### src/rtl/priority_encoder_rr_pkg.sv
// Shared mode encodings and index-width helper for the priority encoder slice.
package prio_enc_pkg;

  localparam logic MODE_FIXED = 1'b0;
  localparam logic MODE_RR    = 1'b1;

  // Smallest w with 2**w >= n, never below 1; covers n = 2..64.
  function automatic int idx_w(input int n);
    idx_w = 1;
    for (int i = 6; i >= 1; i--) if ((1 << i) >= n) idx_w = i;
  endfunction

endpackage

### src/rtl/priority_encoder_rr_if.sv
// Request/selection bundle between request sources, the encoder and its consumer.
interface priority_encoder_rr_if import prio_enc_pkg::*; #(parameter int N = 8);
  localparam int W = idx_w(N);

  logic [N-1:0] req;
  logic         mode;
  logic         out_ready;
  logic         out_valid;
  logic [W-1:0] out_idx;
  logic [N-1:0] out_onehot;
  logic [W-1:0] rr_ptr;

  modport master (output req, mode, out_ready,
                  input  out_valid, out_idx, out_onehot, rr_ptr);
  modport slave  (input  req, mode, out_ready,
                  output out_valid, out_idx, out_onehot, rr_ptr);
endinterface

### src/rtl/priority_encoder_rr_lsb_find.sv
// Combinational lowest-set-bit finder: index and one-hot of the lowest asserted bit.
module lsb_find import prio_enc_pkg::*; #(
  parameter int N = 8,
  parameter int W = idx_w(N)
) (
  input  logic [N-1:0] vec,
  output logic         found,
  output logic [W-1:0] idx,
  output logic [N-1:0] onehot
);

  // Scan from the top so the last hit written is the lowest index.
  always_comb begin
    found  = 1'b0;
    idx    = '0;
    onehot = '0;
    for (int i = N - 1; i >= 0; i--) begin
      if (vec[i]) begin
        found  = 1'b1;
        idx    = W'(i);
        onehot = '0;
        onehot[i] = 1'b1;
      end
    end
  end

endmodule

### src/rtl/priority_encoder_rr.sv
// N-input fixed/round-robin priority encoder with a registered valid/ready output stage.
module priority_encoder_rr import prio_enc_pkg::*; #(
  parameter int N = 8
) (
  input  logic                    clk,
  input  logic                    rst_n,
  priority_encoder_rr_if.slave    bus
);
  localparam int W = idx_w(N);

  logic [N-1:0] mask, onehot_m, onehot_u, onehot_sel;
  logic         found_m, found_u;
  logic [W-1:0] idx_m, idx_u, idx_sel;

  logic         valid_q, valid_d;
  logic [W-1:0] idx_q, idx_d;
  logic [N-1:0] onehot_q, onehot_d;
  logic [W-1:0] ptr_q, ptr_d;
  logic         rrg_q, rrg_d;   // held grant was made in round-robin mode
  logic         load, xfer;

  always_comb begin
    mask = '0;
    for (int i = 0; i < N; i++) mask[i] = (W'(i) >= ptr_q);
  end

  lsb_find #(.N(N)) u_find_m (.vec(bus.req & mask), .found(found_m), .idx(idx_m), .onehot(onehot_m));
  lsb_find #(.N(N)) u_find_u (.vec(bus.req),        .found(found_u), .idx(idx_u), .onehot(onehot_u));

  assign idx_sel    = (bus.mode == MODE_RR && found_m) ? idx_m    : idx_u;
  assign onehot_sel = (bus.mode == MODE_RR && found_m) ? onehot_m : onehot_u;

  assign load = !valid_q || bus.out_ready;
  assign xfer = valid_q && bus.out_ready;

  // Selection uses the pointer from before the edge, even when a transfer updates it.
  always_comb begin
    valid_d  = valid_q;
    idx_d    = idx_q;
    onehot_d = onehot_q;
    ptr_d    = ptr_q;
    rrg_d    = rrg_q;
    if (xfer && rrg_q) ptr_d = (idx_q == W'(N - 1)) ? '0 : idx_q + W'(1);
    if (load) begin
      valid_d = found_u;
      if (found_u) begin
        idx_d    = idx_sel;
        onehot_d = onehot_sel;
        rrg_d    = (bus.mode == MODE_RR);
      end
    end
  end

  always_ff @(posedge clk or negedge rst_n) begin
    if (!rst_n) begin
      valid_q  <= 1'b0;
      idx_q    <= '0;
      onehot_q <= '0;
      ptr_q    <= '0;
      rrg_q    <= 1'b0;
    end else begin
      valid_q  <= valid_d;
      idx_q    <= idx_d;
      onehot_q <= onehot_d;
      ptr_q    <= ptr_d;
      rrg_q    <= rrg_d;
    end
  end

  assign bus.out_valid  = valid_q;
  assign bus.out_idx    = idx_q;
  assign bus.out_onehot = onehot_q;
  assign bus.rr_ptr     = ptr_q;

endmodule

### src/flat_wrapper.sv
// flat-port wrapper written by rule: the top's interface ports become plain ports
module priority_encoder_rr_flat import prio_enc_pkg::*;
#(
  parameter int N = 8
)
  (clk, rst_n, bus_req, bus_mode, bus_out_ready, bus_out_valid, bus_out_idx, bus_out_onehot, bus_rr_ptr);
  priority_encoder_rr_if #(.N(N)) bus_i ();
  input  logic clk;
  input  logic rst_n;
  input wire logic [$bits(bus_i.req)-1:0] bus_req;
  input wire logic [$bits(bus_i.mode)-1:0] bus_mode;
  input wire logic [$bits(bus_i.out_ready)-1:0] bus_out_ready;
  output wire logic [$bits(bus_i.out_valid)-1:0] bus_out_valid;
  output wire logic [$bits(bus_i.out_idx)-1:0] bus_out_idx;
  output wire logic [$bits(bus_i.out_onehot)-1:0] bus_out_onehot;
  output wire logic [$bits(bus_i.rr_ptr)-1:0] bus_rr_ptr;
  assign bus_i.req = bus_req;
  assign bus_i.mode = bus_mode;
  assign bus_i.out_ready = bus_out_ready;
  assign bus_out_valid = bus_i.out_valid;
  assign bus_out_idx = bus_i.out_idx;
  assign bus_out_onehot = bus_i.out_onehot;
  assign bus_rr_ptr = bus_i.rr_ptr;
  priority_encoder_rr #(.N(N)) u_core (.clk(clk), .rst_n(rst_n), .bus(bus_i));
endmodule
### config.mk
export PLATFORM = sky130hd
export DESIGN_NAME = priority_encoder_rr_flat
export DESIGN_NICKNAME = d
export VERILOG_FILES = /design/src/rtl/priority_encoder_rr_pkg.sv /design/src/rtl/priority_encoder_rr_if.sv /design/src/rtl/priority_encoder_rr_lsb_find.sv /design/src/rtl/priority_encoder_rr.sv /design/src/flat_wrapper.sv
export SDC_FILE = /design/constraint.sdc
export NUM_CORES = 1
export LEC_CHECK = 0
export ABC_AREA = 1
export BUFFER_PORTS_ARGS = -buffer_cell sky130_fd_sc_hd__clkbuf_2
export CAP_MARGIN = 20
export CORE_MARGIN = 3
export CORE_UTILIZATION = 52
export DETAILED_ROUTE_END_ITERATION = 16
export PLACE_DENSITY_LB_ADDON = 0.05
export SLEW_MARGIN = 20
export SYNTH_ARGS = -nofsm -noshare
export SYNTH_HDL_FRONTEND = slang
export SYNTH_SLANG_ARGS = --single-unit
### constraint.sdc
create_clock -name clk -period 1.71 [get_ports clk]
set_input_delay 0.171 -clock clk [delete_from_list [all_inputs] [get_ports clk]]
set_output_delay 0.171 -clock clk [all_outputs]
set_load 0.03 [all_outputs]
# Word-level counts from Yosys, hierarchy flattened
# Index checks and enable logic that the tools add are counted.
[classes]
add_sub_neg = 1
multipliers = 0
div = 0
n_lt_le_gt_ge = 8
eq_ne = 1
n_shift = 0
n_mux = 51
bitwise = 1
n_reduce_logical = 6
[ops]
columns = ["operator", "count"]
rows = [
  ["two-way mux 8 bit", 17],
  ["two-way mux 3 bit", 18],
  ["two-way mux 1 bit", 16],
  ["greater-or-equal comparator 3 bit (first input constant)", 4],
  ["AND 8 bit", 1],
  ["greater-or-equal comparator 1 x 3 -> 1 bit (first input constant)", 2],
  ["greater-or-equal comparator 2 x 3 -> 1 bit (first input constant)", 2],
  ["adder 3 x 1 -> 3 bit (second input constant)", 1],
  ["equality test 3 bit (second input constant)", 1],
  ["logical AND 1 bit", 3],
  ["AND reduction 2 bit", 1],
  ["zero test 1 bit", 1],
  ["logical OR 1 bit", 1],
]
[word_totals]
register_bits = 16
latchBits = 0
ram_bits = 0
romBits = 0
output_inout_bits = 15
memories = 0

# Depth between registers and ports, before layout
# Gate-level depths: netlist (run 1).
[depth]
word_depth = 12
mapped_depth = 11

# Modules after synthesis
# From an unflattened synthesis (run 1), not the netlist that was laid out.
[hier_totals]
cells_unflattened = 190
hier_area_um2 = 1270.0
[by_module_without_submodules]
columns = ["mod", "n_inst", "cells_each", "area_each_um2"]
rows = [
  ["priority_encoder_rr", 1, 126, 887.1],
  ["lsb_find", 2, 32, 191.4],
]

# Worst setup path after synthesis (run 1)
# No wires, ideal clock.
[synth_timing]
path_kind = "flip-flop to flip-flop"
start = "reg u_core.ptr_q[2], in the netlist u_core.bus.rr_ptr[2]"
end = "reg u_core.onehot_q[7], in the netlist u_core.bus.out_onehot[7]"
setup_ps = 117
t_arrival_ps = 1410
setup_slack_ps = 182
path_stages_with_launch = 11
path_cell_list = "dfrtp_1 inv_2 nor2_1 nor2_2 nor2_2 nand2_2 nand2_2 buf_6 o21ai_1 nand3_1 nand2_1"
[synth_via]
elab_chain_len = 12
word_cells_on_any_way = 27
[synth_lines]
columns = ["element", "line", "text"]
rows = [
  ["start: declaration", "priority_encoder_rr.sv:18", "logic [W-1:0] ptr_q, ptr_d;"],
  ["start signal: assignment", "priority_encoder_rr.sv:65", "ptr_q <= ptr_d;"],
  ["greater-or-equal comparator 3 bit", "priority_encoder_rr.sv:24", "for (int i = 0; i < N; i++) mask[i] = (W'(i) >= ptr_q);"],
  ["AND 8 bit (*)", "priority_encoder_rr.sv:27", "lsb_find #(.N(N)) u_find_m (.vec(bus.req & mask), .found(found_m), .idx(idx_m), .onehot(onehot_m));"],
  ["two-way mux 1 bit (8 in series)", "priority_encoder_rr_lsb_find.sv:18", "if (vec[i]) begin"],
  ["logical AND 1 bit", "priority_encoder_rr.sv:31", "assign onehot_sel = (bus.mode == MODE_RR && found_m) ? onehot_m : onehot_u;"],
  ["two-way mux 8 bit (*)", "priority_encoder_rr.sv:31", ""],
  ["end signal: assignment", "priority_encoder_rr.sv:64", "onehot_q <= onehot_d;"],
  ["end: declaration", "priority_encoder_rr.sv:17", "logic [N-1:0] onehot_q, onehot_d;"],
]
# Mark *: on every way between the ends. The rest lies on a longest branch, timed or not.
# A chain may end at the register's enable or synchronous reset.

# Worst setup path after layout (run 1)
[layout_timing]
start = "reg u_core.ptr_q[0], in the netlist u_core.bus.rr_ptr[0]"
end = "reg u_core.idx_q[0], in the netlist u_core.bus.out_idx[0]"
[layout_via]
elab_chain_len = 12
word_cells_on_any_way = 27
[layout_lines]
columns = ["element", "line", "text"]
rows = [
  ["greater-or-equal comparator 3 bit", "priority_encoder_rr.sv:24", ""],
  ["AND 8 bit (*)", "priority_encoder_rr.sv:27", ""],
  ["two-way mux 1 bit (8 in series)", "priority_encoder_rr_lsb_find.sv:18", ""],
  ["logical AND 1 bit", "priority_encoder_rr.sv:30", "assign idx_sel = (bus.mode == MODE_RR && found_m) ? idx_m : idx_u;"],
  ["two-way mux 3 bit (*)", "priority_encoder_rr.sv:30", ""],
  ["end signal: assignment", "priority_encoder_rr.sv:63", "idx_q <= idx_d;"],
  ["end: declaration", "priority_encoder_rr.sv:16", "logic [W-1:0] idx_q, idx_d;"],
]
# Marked as above.

==> results of run 1 <==
## cells in the final DEF (no fill, tap or decap), drive strengths merged
| master | n |
|---|---|
| a21oi | 4 |
| a31oi | 3 |
| buf | 1 |
| clkbuf | 30 |
| dfrtp | 16 |
| dlygate4sd3 | 1 |
| ha | 2 |
| inv | 21 |
| nand2 | 59 |
| nand3 | 24 |
| nand3b | 1 |
| nand4 | 1 |
| nor2 | 22 |
| nor3 | 1 |
| o21ai | 7 |
| o31ai | 1 |
## state kept, by name (all words and copies together) (netlist names)
name	count
u_core.bus.out_idx	3
u_core.bus.out_onehot	8
u_core.bus.out_valid	1
u_core.bus.rr_ptr	3
u_core.rrg_q	1
## worst min path at each step
stage,slack [ns],start,end,depth (start not counted)
global route,0.22,bus_out_ready,u_core.bus.rr_ptr[0],3
finish,0.21,bus_out_ready,u_core.bus.rr_ptr[0],3
floorplan,-0.12,rst_n,u_core.bus.out_idx[0],0
global placement,0.11,rst_n,u_core.bus.rr_ptr[2],1
CTS,0.20,bus_out_ready,u_core.bus.out_valid,4
detailed placement,0.11,rst_n,u_core.bus.out_idx[0],1
## worst min-delay path: stages
cell and delay [ns]:
clkbuf_2 0.09, nand3_1 0.11, o31ai_1 0.09
## through the flow
stage,util (%),power (mW),std cells,setup slack [ns]
final,66.0,1.61,221,0.153
after global routing,66.0,1.73,221,0.0362
after CTS,65.6,1.60,221,0.108
after detailed placement,63.3,1.35,216,0.138
after global placement,63.3,1.35,216,0.180
after floorplan,-,1.13,165,0.182
## cell families after synthesis
family | after synthesis | synth area share, %
AO/OA/AOI/OAI | 15 | 7.69
adder cells (fa/ha/maj) | 2 | 2.26
buffers and inverters | 24 | 9.28
flip-flops | 16 | 36.2
AND/OR/NAND/NOR | 108 | 44.6
## repair_timing
item | in CTS | in global routing
resized for setup | 0 | 4
endpoints found under the hold margin | 16 | 0
setup endpoints to repair | 0 | 5
hold buffers | 1 | 0
## layout make-up
| type | instances | area, um^2 |
|---|---|---|
| Fill cell | 195 | 674 |
| Multi-Input combinational cell | 125 | 608 |
| Sequential cell | 16 | 403 |
| Timing Repair Buffer | 28 | 148 |
| Inverter | 21 | 78.8 |
| Clock buffer | 4 | 36.3 |
| Tap cell | 27 | 33.8 |
## per-layer routing
metal  vias up  global-route usage, %
met5         -                      0
li1        587                      -
met4         0                   5.24
met2        34                   34.7
met3         2                  0.860
met1       498                   30.5
## report_power, final
| part | total (mW) | switching [mW] | internal, mW |
|---|---|---|---|
| combinational | 0.801 | 0.563 | 0.237 |
| clock | 0.243 | 0.113 | 0.130 |
| sequential | 0.568 | 0.0977 | 0.471 |
==> key figures, run 1 <==
Worst setup path
  • CP Data Arrival Time: 1.74 ns
  • CP Max Fanout: 12
  • Critical path's largest stage delay: 0.47 ns
  • Critical-path cell list: nor2_4, nor2_1, nor2_2, nor2_2, nand2_2, nand2_2, nand2_1, nand2_1, nor2_1, nor2_1
  • Slowest CP cell: dfrtp_2
  • Reg-to-Reg Start: u_core.bus.rr_ptr[0]
  • Crit path depth: 10
  • Critical path launch point: u_core.bus.rr_ptr[0]
  • Crit start category: flop
  • Cells on worst reg2reg path: 10
  • CP Class: flop to flop
  • CP Capture Type: flop
  • Worst setup endpoint: u_core.bus.out_idx[0]
  • Internal reg-to-reg setup slack: 0.15 ns
  • Critical path's most frequent cell: nor2_1
  • Buf/Inv on CP: 0
  • Reg-to-reg endpoint: u_core.bus.out_idx[0]
  • Worst path top cell family by delay: simple AND/OR/NAND/NOR gates
  • Worst Path Required: 1.89 ns

Logic synthesis
  • Ys async rst share: 100%
  • Synthesized instance count: 165
  • Post-synth top area share: 36.2%
  • Number of flops mapped to enable cells by yosys: 0
  • Synth area leader: dfrtp_1
  • Most numerous cell in the Yosys netlist: nand2_1
  • Leading post-synthesis cells by cell area: dfrtp_1 36%, nand2_1 18%, nand3_1 9.0%, inv_1 6.4%, nor2_1 5.8%
  • Synthesized area per cell: 6.70 um^2
  • Synth Cell Area: 1110 um^2
  • Synth warnings: 0
  • Syn nets: 179
  • Seq/Total Area, Yosys: 36.2%
  • Synth cell types: 23
  • FF+latch count, synth: 16
  • Prevailing post-synth register cell: dfrtp_1
  • Commonest cells post-synth: 54 x nand2_1, 20 x nand3_1, 19 x inv_1

Timing
  • Final setup fails: 0
  • Hold WS: 0.205 ns
  • Slew headroom: 73.4%
  • Final period util: 91.0%
  • Skew final: 0.00768 ns
  • Final Max Slew Viols: 0
  • Tmin final: 1.56 ns
  • Highest Clock Rate: 642 MHz
  • Worst-Margin Slew: 0.398 ns
  • Fin. Hold Viols: 0
  • Setup TNS: 0 ns
  • RSZ-0062 raised after global routing: false

Place
  • Detail Placement HPWL: 2140 um
  • Dpl cell area: 1250 um^2
  • Buffers added on ports: 26
  • Routability cong.: 0.948

Power and ir drop
  • Power per cell area: 1230 nW/um^2
  • P_leak: 0.748 nW
  • Peak VDD IR: 0.000744 V

GRT
  • First-pass GRT wire length: 4380 um
  • Initial antenna violation count: 0
  • Largest net degree at the start of global routing: 17
  • Vias in the first global route: 980
  • Total GRT Usage: 21.2%
  • Remaining global-route overflow: 0

Detailed routing
  • Vias per Instance: 5.07
  • DRC violations left: 0
  • Drt total wl: 2600 um
  • Highest routed layer: met4
  • Met3 WL: 117 um
  • Via count: 1121
  • Wire length per cell: 11.8 um
  • Met2 WL: 1220 um
  • M1 wire length: 1250 um
  • Initial DRT Pass Iterations: 4
  • Final ANT Viol Nets: 0
  • Number of DRC markers in iteration 0: 24

Hold path
  • Min-Delay Path Class: primary input to flop

Clocking
  • Num CTS Buffers: 3
  • Post-CTS Setup Bufs: 0
  • H-Tree Depth: 1
  • CTS Sinks: 16
  • Clk root buf: clkbuf_4
  • Max Root-Sink Buffers: 2
  • Clk_lat worst skew: 0.28 ns
  • Clock-pin transition on the worst setup and hold timing paths: 0.09 ns
  • CTS tree: built

Cells and area
  • Layout Area Growth over Synthesis: 18.2%
  • Non-Filler Cell Area, Final: 1310 um^2
  • Diodes inserted: 0
  • Final #Nets: 209
  • Layout cells sized above 1: 26.3%

Job
  • Max-Cap Viols: 0

Die
  • Die area: 2720 um^2
  • Ports: 27
  • CORE AREA: 1980 um^2
  • DIE HEIGHT: 52.1 um
  • Die Span X: 52.1 um
  • Row cnt: 16
  • Initial Utilization: 55.8%

Run status
  • Status: finished, final reports clean
Power figures use the tool's default switching activity.
==> run 2, diff against run 1 <==
SETUP_SLACK_MARGIN = 0.4   (was default)
==> run 2 against run 1 <==
Effect of this change:
- clock-buffer cell count did not move
- largest power group unchanged
- first-iteration DRC count rose by 33%
- cell count is 3.2% higher
==> key figures, run 2 (same netlist as run 1, synthesis figures left out) <==
Worst setup path
  • Critical path launch point: u_core.bus.rr_ptr[2] (was u_core.bus.rr_ptr[0])
  • CP Capture Type: flop (unchanged)
  • Crit start category: flop (unchanged)
  • Reg-to-Reg Start: u_core.bus.rr_ptr[2] (was u_core.bus.rr_ptr[0])
  • CP Data Arrival Time: 1.69 ns (was 1.74 ns)
  • Critical path's largest stage delay: 0.45 ns (was 0.47 ns)
  • Internal reg-to-reg setup slack: 0.23 ns (was 0.15 ns)
  • CP Class: flop to flop (unchanged)
  • CP Max Fanout: 6 (was 12)
  • Reg-to-reg endpoint: u_core.bus.out_idx[2] (was u_core.bus.out_idx[0])
  • Critical path's most frequent cell: nand2_2 (was nor2_1)
  • Worst Path Required: 1.93 ns (was 1.89 ns)
  • Slowest CP cell: dfrtp_2 (unchanged)
  • Cells on worst reg2reg path: 8 (was 10)
  • Critical-path cell list: nand2_1, nand2_2, nand3_2, nor2_4, nand2_2, nand2_2, nand3_1, a21oi_1 (was nor2_4, nor2_1, nor2_2, nor2_2, nand2_2, nand2_2, nand2_1, nand2_1, nor2_1, nor2_1)

Timing
  • Tmin final: 1.48 ns (was 1.56 ns)
  • RSZ-0062 raised after global routing: true (was false)
  • Final setup fails: 0 (unchanged)
  • Slew headroom: 73.3% (was 73.4%)
  • Fin. Hold Viols: 0 (unchanged)
  • Worst-Margin Slew: 0.401 ns (was 0.398 ns)
  • Final period util: 86.3% (was 91.0%)
  • Highest Clock Rate: 678 MHz (was 642 MHz)
  • Setup TNS: 0 ns (unchanged)
  • Skew final: 0.0144 ns (was 0.00768 ns)
  • Hold WS: 0.179 ns (was 0.205 ns)
  • Final Max Slew Viols: 0 (unchanged)
  • Post-route setup slack: 0.234 ns (was 0.153 ns)

Place
  • Dpl ws: 0.134 ns (was 0.138 ns)
  • Detail Placement HPWL: 2400 um (was 2140 um)
  • Routability cong.: 0.868 (was 0.948)
  • Dpl cell area: 1270 um^2 (was 1250 um^2)
  • Buffers added on ports: 26 (unchanged)

Power and ir drop
  • Power per cell area: 1270 nW/um^2 (was 1230 nW/um^2)
  • P_leak: 0.785 nW (was 0.748 nW)
  • Peak VDD IR: 0.000963 V (was 0.000744 V)

Cells and area
  • Reg area: 404 um^2 (was 403 um^2)
  • Fin util: 71.5% (was 66.0%)
  • Non-Filler Cell Area, Final: 1420 um^2 (was 1310 um^2)
  • Diodes inserted: 0 (unchanged)
  • Layout Area Growth over Synthesis: 28.1% (was 18.2%)
  • Footprint of the multi-input gates: 666 um^2 (was 608 um^2)
  • Final #Nets: 216 (was 209)
  • Commonest cells after routing, fill and taps aside: 51 x nand2_1, 26 x clkbuf_2, 18 x inv_1, 18 x nand3_1, 15 x nor2_1 (was 54 x nand2_1, 26 x clkbuf_2, 20 x nand3_1)
  • Layout cells sized above 1: 33.3% (was 26.3%)
  • Most common cell after layout, fill and taps aside: nand2_1 (unchanged)
  • Max reg flops: 8 (unchanged)
  • Filler cell count: 171 (was 195)

Detailed routing
  • M1 wire length: 1360 um (was 1250 um)
  • Number of DRC markers in iteration 0: 32 (was 24)
  • Via count: 1200 (was 1121)
  • Highest routed layer: met4 (unchanged)
  • Final ANT Viol Nets: 0 (unchanged)
  • Vias per Instance: 5.26 (was 5.07)
  • DRC violations left: 0 (unchanged)
  • Initial DRT Pass Iterations: 4 (unchanged)
  • Drt total wl: 3190 um (was 2600 um)
  • Met3 WL: 146 um (was 117 um)
  • Met2 WL: 1630 um (was 1220 um)
  • Wire length per cell: 14.0 um (was 11.8 um)

Hold path
  • Hold wc startpoint: bus_out_ready (unchanged)
  • WHS Path Cells: 3 (unchanged)
  • Hold endpoint: u_core.bus.rr_ptr[0] (unchanged)
  • Min-Delay Path Class: primary input to flop (unchanged)

Die
  • DIE HEIGHT: 52.1 um (unchanged)
  • Die area: 2720 um^2 (unchanged)
  • Initial Utilization: 55.8% (unchanged)
  • CORE AREA: 1980 um^2 (unchanged)
  • Row cnt: 16 (unchanged)
  • Die Span X: 52.1 um (unchanged)
  • Ports: 27 (unchanged)

Run status
  • Status: finished, final reports clean (unchanged)

Clocking
  • Clk root buf: clkbuf_4 (unchanged)
  • Max Root-Sink Buffers: 2 (unchanged)
  • Num CTS Buffers: 3 (unchanged)
  • CTS tree: built (unchanged)
  • Clk_lat worst skew: 0.30 ns (was 0.28 ns)
  • CTS Sinks: 16 (unchanged)
  • Clock-pin transition on the worst setup and hold timing paths: 0.10 ns (was 0.09 ns)
  • H-Tree Depth: 1 (unchanged)

GRT
  • Remaining global-route overflow: 0 (unchanged)
  • First-pass GRT wire length: 5260 um (was 4380 um)
  • Initial antenna violation count: 0 (unchanged)
  • Largest net degree at the start of global routing: 17 (unchanged)
  • Total GRT Usage: 26.2% (was 21.2%)
  • Vias in the first global route: 1171 (was 980)

Job
  • Max-Cap Viols: 0 (unchanged)
run 2: worst max path at each step:
| stage | to | slack, ns | cells after the start |
|---|---|---|---|
| after CTS | u_core.bus.out_idx[0] | 0.25 | 10 |
| after global routing | u_core.bus.out_onehot[6] | 0.14 | 9 |
| after global placement | u_core.bus.out_onehot[6] | 0.19 | 10 |
| after floorplan | u_core.bus.out_onehot[4] | 0.28 | 11 |
| final | u_core.bus.out_idx[2] | 0.23 | 8 |
| after detailed placement | u_core.bus.out_onehot[7] | 0.13 | 10 |
run 2: area by class of cell:
class                           instances  area share (%)
Inverter                               21            5.92
Tap cell                               27            2.39
Multi-Input combinational cell        126            47.0
Timing Repair Buffer                   34            13.6
Clock buffer                            4            2.56
Sequential cell                        16            28.5
run 2: what timing repair did:
item	CTS	global route
buffers inserted	4	2
resized for setup	5	8
hold buffers	1	0
pin swaps	3	5
endpoints found under the hold margin	16	0
cloned	1	0
setup endpoints to repair	11	11
run 2: critical path, delay by kind of cell (launching register included):
family          cells  cell delay [ns]
compound gates      1             0.14
flops               1             0.45
simple gates        7             0.80
run 2: power breakdown:
group	leakage, nW	internal [mW]	switching (mW)
Clock	0.0210	0.130	0.126
Sequential	0.196	0.473	0.107
Combinational	0.568	0.321	0.645
Total	0.785	0.924	0.877
run 2: per-layer routing:
metal | global-route usage (%) | vias to the layer above
met2 | 45.8 | 36
met5 | 0 | -
met4 | 7.86 | 0
met3 | 2.87 | 5
li1 | - | 606
met1 | 33.5 | 553
run 2: stage by stage:
step / total power, mW / cells
finish: 1.80 / 228
global route: 1.92 / 228
CTS: 1.73 / 226
detailed placement: 1.40 / 216
global placement: 1.39 / 216
floorplan: 1.16 / 165
==> run 3, diff against run 2 <==
ABC_AREA = default   (was 1)
CORE_ASPECT_RATIO = 0.6   (was default)
CORE_UTILIZATION = 53   (was 52)
==> run 3 against run 2 <==
Effect of this change:
- the flow now finishes with violations (setup timing)
- critical path type unchanged
- via count increased by 34%
- critical endpoint is now u_core.bus.out_onehot[4]
- largest power group unchanged
- register-to-register slack got worse by 0.42 ns
- clock power increased by 38%
- clock skew decreased by 0.013 ns
==> key figures, run 3 <==
Power and ir drop
  • Power per cell area: 1360 nW/um^2 (was 1270 nW/um^2)
  • P_leak: 0.793 nW (was 0.785 nW)
  • Peak VDD IR: 0.000604 V (was 0.000963 V)

Timing
  • RSZ-0062 raised after global routing: true (unchanged)
  • Fin. Hold Viols: 0 (unchanged)
  • Tmin final: 1.90 ns (was 1.48 ns)
  • Highest Clock Rate: 526 MHz (was 678 MHz)
  • Final period util: 111% (was 86.3%)
  • Worst-Margin Slew: 0.471 ns (was 0.401 ns)
  • Final setup fails: 9 (was 0)
  • Slew headroom: 68.6% (was 73.3%)
  • Post-route setup slack: -0.190 ns (was 0.234 ns)
  • Skew final: 0.00155 ns (was 0.0144 ns)
  • Final Max Slew Viols: 0 (unchanged)

Die
  • Row cnt: 12 (was 16)
  • DIE HEIGHT: 43.2 um (was 52.1 um)
  • CORE AREA: 2010 um^2 (was 1980 um^2)
  • Ports: 27 (unchanged)
  • Die Span X: 68.0 um (was 52.1 um)
  • Initial Utilization: 60.7% (was 55.8%)
  • Die area: 2930 um^2 (was 2720 um^2)

Worst setup path
  • Worst Path Required: 1.89 ns (was 1.93 ns)
  • CP Class: flop to flop (unchanged)
  • CP Capture Type: flop (unchanged)
  • Crit start category: flop (unchanged)
  • CP Max Fanout: 6 (unchanged)
  • CP Data Arrival Time: 2.08 ns (was 1.69 ns)

GRT
  • Total GRT Usage: 31.9% (was 26.2%)
  • First-pass GRT wire length: 6880 um (was 5260 um)
  • Initial antenna violation count: 0 (unchanged)
  • Largest net degree at the start of global routing: 17 (unchanged)
  • Remaining global-route overflow: 0 (unchanged)
  • Vias in the first global route: 1366 (was 1171)

Place
  • Dpl ws: -0.105 ns (was 0.134 ns)
  • Dpl cell area: 1540 um^2 (was 1270 um^2)
  • Routability cong.: 0.979 (was 0.868)
  • Buffers added on ports: 26 (unchanged)
  • Detail Placement HPWL: 3150 um (was 2400 um)

Cells and area
  • Fin util: 85.4% (was 71.5%)
  • Filler cell count: 108 (was 171)
  • Diodes inserted: 0 (unchanged)
  • Layout Area Growth over Synthesis: 40.8% (was 28.1%)
  • Final #Nets: 216 (unchanged)
  • Layout cells sized above 1: 43.3% (was 33.3%)
  • Most common cell after layout, fill and taps aside: buf_4 (was nand2_1)
  • Max reg flops: 8 (unchanged)
  • Non-Filler Cell Area, Final: 1720 um^2 (was 1420 um^2)
  • Commonest cells after routing, fill and taps aside: 30 x buf_4, 26 x clkbuf_2, 18 x nand2_1 (was 51 x nand2_1, 26 x clkbuf_2, 18 x inv_1, 18 x nand3_1, 15 x nor2_1)

Logic synthesis
  • Prevailing post-synth register cell: dfrtp_1 (unchanged)
  • Seq/Total Area, Yosys: 32.8% (was 36.2%)
  • Synth Cell Area: 1220 um^2 (was 1110 um^2)
  • Synth cell types: 53 (was 23)
  • Synth area leader: dfrtp_1 (unchanged)
  • Ys async rst share: 100% (unchanged)
  • Most numerous cell in the Yosys netlist: nand2_1 (unchanged)
  • Leading post-synthesis cells by cell area: dfrtp_1 33%, nand2_1 5.5%, o21ai_0 4.5%, nor2_1 4.3%, a21oi_1 4.1% (was dfrtp_1 36%, nand2_1 18%, nand3_1 9.0%, inv_1 6.4%, nor2_1 5.8%)
  • Post-synth top area share: 32.8% (was 36.2%)
  • Synthesized instance count: 150 (was 165)
  • Number of flops mapped to enable cells by yosys: 0 (unchanged)
  • Synth warnings: 0 (unchanged)
  • Syn nets: 164 (was 179)
  • FF+latch count, synth: 16 (unchanged)
  • Commonest cells post-synth: 18 x nand2_1, 16 x dfrtp_1, 14 x nor2_1 (was 54 x nand2_1, 20 x nand3_1, 19 x inv_1)
  • Synthesized area per cell: 8.14 um^2 (was 6.70 um^2)

Detailed routing
  • DRC violations left: 0 (unchanged)
  • Number of DRC markers in iteration 0: 276 (was 32)
  • Initial DRT Pass Iterations: 6 (was 4)
  • Via count: 1606 (was 1200)
  • Vias per Instance: 7.01 (was 5.26)
  • Final ANT Viol Nets: 0 (unchanged)
  • Drt total wl: 4920 um (was 3190 um)
  • Wire length per cell: 21.5 um (was 14.0 um)

Job
  • Max-Cap Viols: 0 (unchanged)

Clocking
  • H-Tree Depth: 1 (unchanged)
  • Clock-pin transition on the worst setup and hold timing paths: 0.07 ns (was 0.10 ns)
  • Clk root buf: clkbuf_8 (was clkbuf_4)
  • CTS Sinks: 16 (unchanged)
  • Max Root-Sink Buffers: 2 (unchanged)
  • Num CTS Buffers: 3 (unchanged)
  • Clk_lat worst skew: 0.26 ns (was 0.30 ns)
  • CTS tree: built (unchanged)

Hold path
  • Min-Delay Path Class: primary input to flop (unchanged)

Run status
  • Failing checks: setup timing
  • Status: finished with violations (was finished, final reports clean)
run 3: cells by family (layout without fill, tap and decap cells):
logic type	count (synthesis)	in the layout	share of synthesized area (%)
adders and majority gates	2	2	2.05
AOI/OAI and AO/OA	52	52	30.1
buffers and inverters	16	67	7.79
muxes	2	2	1.74
and+or+nand+nor	62	62	25.5
DFF	16	16	32.8
run 3: critical path, cell delays in order (launching register included):
cell and delay, ns:
dfrtp_2 0.46, nand2_1 0.14, o221a_4 0.29, o41ai_2 0.26
buf_4 0.20, buf_4 0.11, buf_6 0.09, nand4_1 0.10
a21oi_2 0.17
run 3: layout make-up:
cell class	count	area (um^2)	area share (%)
Inverter	4	15.0	0.873
Tap cell	28	35.0	2.04
Multi-Input combinational cell	118	820	47.7
Timing Repair Buffer	59	388	22.6
Sequential cell	16	407	23.7
Clock buffer	4	55.1	3.20
run 3: through the flow:
stage / power, mW / std cells / setup TNS [ns] / hold WS (ns)
after floorplan: 1.31 / 150 / -0.639 / -0.125
after global placement: 1.70 / 218 / -0.0796 / 0.110
after detailed placement: 1.73 / 218 / -0.312 / 0.125
after CTS: 2.13 / 227 / -0.196 / 0.256
after global routing: 2.45 / 229 / -1.96 / 0.269
final: 2.35 / 229 / -1.32 / 0.266
run 3: report_power, final:
part | switching (mW) | leakage (nW) | internal, mW
sequential | 0.111 | 0.192 | 0.468
combinational | 0.793 | 0.572 | 0.622
clock | 0.147 | 0.0288 | 0.205
total | 1.05 | 0.793 | 1.30
run 3: worst paths after layout:
| kind | from | to | slack [ns] | cells past startpoint |
|---|---|---|---|---|
| max | u_core.bus.rr_ptr[1] | u_core.bus.out_onehot[4] | -0.19 | 8 |
| min | bus_req[3] | u_core.bus.out_onehot[3] | 0.27 | 3 |
| max reg2reg | u_core.bus.rr_ptr[1] | u_core.bus.out_onehot[4] | -0.19 | 8 |
| min reg2reg | u_core.bus.out_onehot[1] | u_core.bus.out_onehot[1] | 0.48 | 2 |
| max in group asynchronous | rst_n | u_core.bus.rr_ptr[0] | 0.98 | 2 |
| min in group asynchronous | rst_n | u_core.bus.out_onehot[1] | 0.39 | 2 |
run 3: timing repair:
action / in CTS / in global routing
endpoints found under the setup margin: 12 / 12
endpoints found under the hold margin: 16 / 0
hold buffers: 1 / 0
resized for setup: 5 / 9
setup buffers: 4 / 2
pin swaps: 11 / 7
run 3: routing by layer:
| metal | wire [um] | global-route usage (%) | vias up | part of all wire [%] |
|---|---|---|---|---|
| met5 | 0 | 0 | - | 0 |
| met1 | 1850 | 45.1 | 743 | 38 |
| met4 | 279 | 5.53 | 0 | 5.7 |
| met2 | 2080 | 48.5 | 165 | 42 |
| li1 | - | - | 651 | - |
| met3 | 714 | 8.99 | 47 | 15 |
